$ cat src/rtl/uart_tx_mmio.sv
// uart_tx_mmio: memory-mapped 8N1 UART transmitter with byte FIFO on the picorv32 native bus.
// TXDATA at +0 pushes a byte, STATUS at +4 reports full/busy/count; a full FIFO stalls mem_ready.
module uart_tx_mmio #(
    parameter int          CLK_HZ     = 100000000,
    parameter int          BAUD       = 115200,
    parameter logic [31:0] BASE_ADDR  = 32'h10000000,
    parameter int          FIFO_DEPTH = 16
) (
    input  logic        clk,
    input  logic        rst,
    input  logic        mem_valid,
    input  logic [31:0] mem_addr,
    input  logic [31:0] mem_wdata,
    input  logic [3:0]  mem_wstrb,
    output logic        mem_sel,
    output logic        mem_ready,
    output logic [31:0] mem_rdata,
    output logic        uart_tx
);
    localparam int DIV = CLK_HZ / BAUD;
    localparam int BW  = $clog2(DIV);
    localparam int AW  = $clog2(FIFO_DEPTH);
    localparam int CW  = AW + 1;

    typedef enum logic [1:0] {IDLE, START, DATA, STOP} state_t;

    state_t          state_q;
    logic [BW-1:0]   baud_q;
    logic [2:0]      bit_q;
    logic [7:0]      sh_q;
    logic            tx_q;
    logic [7:0]      fifo_q [FIFO_DEPTH];
    logic [AW-1:0]   wp_q, rp_q;
    logic [CW-1:0]   cnt_q, cnt_d;
    logic            ready_q, ready_d;
    logic [31:0]     rdata_q, rdata_d;
    logic            hit, full, empty, push_req, push, pop, baud_end, busy;
    logic            unused_ok;

    assign hit      = mem_valid && (mem_addr[31:3] == BASE_ADDR[31:3]);
    assign full     = cnt_q == CW'(FIFO_DEPTH);
    assign empty    = cnt_q == '0;
    assign push_req = hit & ~mem_addr[2] & mem_wstrb[0];
    // A push into a full FIFO is held off by withholding the acknowledge.
    assign ready_d  = hit & ~ready_q & ~(push_req & full);
    assign push     = ready_d & push_req;
    assign baud_end = baud_q == BW'(DIV - 1);
    assign pop      = ~empty & ((state_q == IDLE) | ((state_q == STOP) & baud_end));
    assign cnt_d    = cnt_q + CW'(push) - CW'(pop);
    assign busy     = ~empty | (state_q != IDLE);
    assign rdata_d  = (ready_d & mem_addr[2] & ~|mem_wstrb) ? {15'd0, 9'(cnt_q), 6'd0, busy, full} : '0;
    assign unused_ok = ^{mem_addr[1:0], mem_wdata[31:8], mem_wstrb[3:1]};

    assign mem_sel   = hit;
    assign mem_ready = ready_q;
    assign mem_rdata = rdata_q;
    assign uart_tx   = tx_q;

    always_ff @(posedge clk or posedge rst) begin
        if (rst) begin
            ready_q <= 1'b0;
            rdata_q <= '0;
            wp_q    <= '0;
            rp_q    <= '0;
            cnt_q   <= '0;
        end else begin
            ready_q <= ready_d;
            rdata_q <= rdata_d;
            cnt_q   <= cnt_d;
            if (push) wp_q <= wp_q + AW'(1);
            if (pop) rp_q <= rp_q + AW'(1);
        end
    end

    always_ff @(posedge clk) begin
        if (push) fifo_q[wp_q] <= mem_wdata[7:0];
    end

    always_ff @(posedge clk or posedge rst) begin
        if (rst) begin
            state_q <= IDLE;
            baud_q  <= '0;
            bit_q   <= '0;
            sh_q    <= '0;
            tx_q    <= 1'b1;
        end else begin
            if (state_q != IDLE) baud_q <= baud_end ? '0 : baud_q + BW'(1);
            case (state_q)
                IDLE: if (pop) begin
                    state_q <= START;
                    sh_q    <= fifo_q[rp_q];
                    tx_q    <= 1'b0;
                end
                START: if (baud_end) begin
                    state_q <= DATA;
                    bit_q   <= '0;
                    tx_q    <= sh_q[0];
                end
                DATA: if (baud_end) begin
                    if (bit_q == 3'd7) begin
                        state_q <= STOP;
                        tx_q    <= 1'b1;
                    end else begin
                        bit_q <= bit_q + 3'd1;
                        sh_q  <= sh_q >> 1;
                        tx_q  <= sh_q[1];
                    end
                end
                STOP: if (baud_end) begin
                    // Chain straight into the next start bit when more data is queued.
                    if (pop) begin
                        state_q <= START;
                        sh_q    <= fifo_q[rp_q];
                        tx_q    <= 1'b0;
                    end else begin
                        state_q <= IDLE;
                    end
                end
            endcase
        end
    end
endmodule

$ cat config.mk
export PLATFORM = sky130hd
export DESIGN_NAME = uart_tx_mmio
export DESIGN_NICKNAME = d
export VERILOG_FILES = /design/src/rtl/uart_tx_mmio.sv
export SDC_FILE = /design/constraint.sdc
export NUM_CORES = 1
export LEC_CHECK = 0
export ABC_AREA = 1
export CAP_MARGIN = 25
export CORE_UTILIZATION = 37
export CTS_CLUSTER_SIZE = 24
export DETAILED_ROUTE_END_ITERATION = 7
export GPL_TIMING_DRIVEN = 0
export PLACE_DENSITY = 0.54
export SLEW_MARGIN = 20
export SYNTH_ARGS = -nofsm -noshare
export SYNTH_HDL_FRONTEND = slang
export SYNTH_SLANG_ARGS = --single-unit
$ cat constraint.sdc
create_clock -name clk -period 3.2 [get_ports clk]
set_clock_uncertainty 0.2 [all_clocks]
set_input_delay 0.64 -clock clk [delete_from_list [all_inputs] [get_ports clk]]
set_output_delay 0.64 -clock clk [all_outputs]
set_load 0.01 [all_outputs]
==> flow_metrics.py <==
metrics = {
    "worst_setup_path": {
        "crit_arrival_ps": 2210,
        "reg2reg_slack_ps": 280,
        "cp_slowest_cell": "clkdlybuf4s50_1",
        "max_stage_delay_ps": 600,
        "crit_fanout": 2,
        "start_kind": "primary input",
        "crit_type": "in2out",
        "required_ps": 2360,
        "r2r_start": "cnt_q[2]",
        "r2r-end": "cnt_q[4]",
        "crit_path_end_kind": "output port",
        "crit_path_cell_trace": "clkdlybuf4s50_1 > nand2_1 > nor2_1 > nand2_1 > nor4_1 > clkdlybuf4s50_1",
        "reg2reg_depth": 17,
        "cpLargestDelayFamily": "buffers and inverters",
        "path_buf_inv": 2,
    },
    "placed_design": {
        "dp.cells": 1168,
        "post-dp-hpwl_mm": 12.59,
        "gp_congestion": 0.7731,
        "portBuffers": 54,
    },
    "cells_and_area": {
        "final_nets": 1008,
        "stdcell_count": 1203,
        "area_growth_syn_to_layout_pct": 19.87,
        "diodes": 0,
        "drive_gt1_share_pct": 11.85,
    },
    "sta": {
        "hold_viol": 0,
        "finalSetupViolCount": 0,
        "tightest_slew_ps": 996.8,
        "slew_violations": 0,
        "fin_crit_ps": 3048,
        "fin_crit_sh_pct": 95.24,
        "max_slew_margin_pct": 33.30,
        "max_freq_mhz": 328.1,
        "setup-tns-final_ps": 0,
        "rsz0062_at_grt": "no",
    },
    "clock_tree": {
        "clk_latency_ps": 420,
        "cts_max_level": 4,
        "path_clk_slew_ps": 60,
        "cts_inserted_buffers": 17,
        "cts_tree": "built",
        "root_buffer": "clkbuf_16",
        "cts_num_sinks": 173,
        "clockBufferDepth": 2,
        "hold_buffers": 0,
    },
    "floorplan": {
        "die-area_sq_um": 22430,
        "pin_count": 106,
        "core_area_sq_um": 21220,
        "rows": 53,
        "start_util_pct": 38.07,
        "die_w_um": 149.8,
        "die_h_um": 149.8,
    },
    "routing": {
        "routed_via_density": 4.569,
        "routed_wl_mm": 18.17,
        "routedWlPerCell_um": 15.10,
        "dr_total_vias": 5496,
        "drt_iter0_drc": 389,
        "drtPass1Iterations": 5,
        "drc_errors": 0,
        "ant_nets": 0,
    },
    "global_routing": {
        "grt_max_degree": 33,
        "gr-usage-all-layers_pct": 17.45,
        "grt_pass1_vias": 5129,
        "grt-ovfl-total": 0,
        "antenna_found_initial": 0,
        "grt_pass1_wl_mm": 28.73,
    },
    "logic_synthesis": {
        "synth_ff_type": "edfxtp_1",
        "yosysSeqAreaShare_pct": 61.53,
        "synth_cells": 813,
        "syn-cell-area_sq_um": 8079,
        "synth.avg_cell_area_sq_um": 9.937,
        "synth_cell_types": 41,
        "synthArstFlopShare_pct": 26.01,
        "synth_edf_count": 128,
        "yosys_warnings": 0,
        "synth-seq-cells": 173,
    },
    "hold_path": {
        "hp-class": "reg2reg",
        "min_to": "uart_tx",
        "hold_depth": 2,
        "min-delay-start": "uart_tx",
    },
    "power_and_ir_drop": {
        "p_leak_nw": 4.118,
        "ir_worst_vdd_mv": 0.3027,
        "power_density_nw_per_um2": 457.6,
    },
    "job": {
        "cap_viol_max_count": 0,
    },
    "outcome": {
        "status": "finished, final reports clean",
    },
}
## layer usage
metal / wire, um / up-vias / GRT usage (%)
li1: - / 2812 / -
met1: 9003 / 2542 / 24.59
met2: 8313 / 127 / 27.22
met3: 662 / 15 / 3.018
met4: 191 / 0 / 5.707
met5: 0 / - / 0
## cells by family (layout without fill, tap and decap cells)
group,after synthesis,in the layout,share of synthesized area [%]
adder cells (fa/ha/maj),20,20,3.190
buffers and inverters,136,227,8.611
flip-flops,173,173,61.53
XOR/XNOR,11,11,1.193
other,1,25,0.04642
AND/OR/NAND/NOR,407,407,20.71
AO/OA/AOI/OAI,65,65,4.724
## registers in the layout, indices dropped and copies added (netlist names)
name       cells
fifo_q       128
rp_q           4
cnt_q          5
wp_q           4
mem_rdata      7
mem_ready      1
sh_q           8
state_q        2
uart_tx        1
bit_q          3
baud_q        10
## report_power, final
part | internal, mW | switching (mW)
sequential | 2.41 | 0.0000332
combinational | 0.0732 | 0.0650
clock | 1.06 | 0.825
total | 3.54 | 0.890
## worst reg2reg max path: stages (launching register included)
cell,delay [ps]
dfrtp_1,360
inv_1,80
ha_1,210
nand3_2,110
nor2_1,60
nor2_1,120
nand3_2,120
nor2_4,130
buf_6,110
inv_1,60
ha_1,280
inv_1,60
ha_4,160
fa_2,380
a21oi_2,120
nor2_1,50
nor2_1,120
xor2_1,140
## Yosys cell counts, types with 2 or more instances
cell	instances	area [sq um]
buf_2	9	45.04
nor4_1	2	12.51
buf_6	6	67.56
inv_1	79	296.5
o21ai_1	4	20.02
a21oi_2	5	43.79
a21oi_1	14	70.07
nor2_2	3	18.77
o211ai_1	13	97.59
nor3_1	4	20.02
nand4_1	3	18.77
nor2_1	98	367.9
nand3_1	56	280.3
nand2_2	2	12.51
xor2_1	9	78.83
buf_4	32	240.2
inv_2	3	11.26
dfrtp_1	44	1101
xnor2_1	2	17.52
and2_1	2	12.51
ha_1	19	237.7
edfxtp_1	128	3844
o21ai_0	27	135.1
clkbuf_1	2	7.510
nand3_2	2	20.02
nand2_1	230	863.3
## what timing repair did
action / 4_1_cts / 5_1_grt
setup endpoints to repair: 1 / 1
gates resized for setup: 4 / 6
pin swaps: 1 / 9
buffers inserted: 1 / 1
## worst max-delay path by stage
stage | from | to | slack [ps] | cells past startpoint
5_1_grt | mem_addr[14] | cnt_q[4] | 10 | 18
3_5_place_dp | mem_addr[14] | cnt_q[4] | -630 | 18
3_3_place_gp | mem_addr[15] | cnt_q[4] | -610 | 18
6_report | mem_addr[28] | mem_sel | 150 | 6
4_1_cts | mem_addr[16] | cnt_q[4] | 20 | 18
2_1_floorplan | mem_addr[18] | cnt_q[4] | 270 | 16
## through the flow
stage | area [sq um] | hold WS (ps) | worst slack, ps | total power, mW | utilization (%)
after detailed placement | 9085 | 251.9 | -634.4 | 2.599 | 42.81
after global routing | 9684 | 306.2 | 13.59 | 4.555 | 45.64
after CTS | 9622 | 261.6 | 19.74 | 4.461 | 45.34
after floorplan | 8169 | 248.7 | 271.5 | 2.513 | -
after global placement | 9054 | 250.9 | -608.7 | 2.595 | 42.67
final | 9684 | 259.2 | 152.2 | 4.432 | 45.64
## area by class of cell
cell class	count	area, sq um
buffer	51	372.9
multi-input combinational	528	2541
sequential	173	4971
clock buffer	22	444.2
timing repair buffer	61	613.1
clock inverter	8	71.32
fill	2049	11540
inverter	85	326.6
tap	275	344.1
## placed cells by master, fill, tap and decap left out, drive strengths merged, types with 25 or more instances in the layout
master | Yosys | routed
o21ai | 31 | 31
nand2 | 233 | 233
buf | 48 | 55
clkbuf | 3 | 25
nand3 | 58 | 58
inv | 83 | 83
conb | 1 | 25
clkdlybuf4s50 | 0 | 54
nor2 | 102 | 102
dfrtp | 44 | 44
edfxtp | 128 | 128
Power figures use the tool's default switching activity.
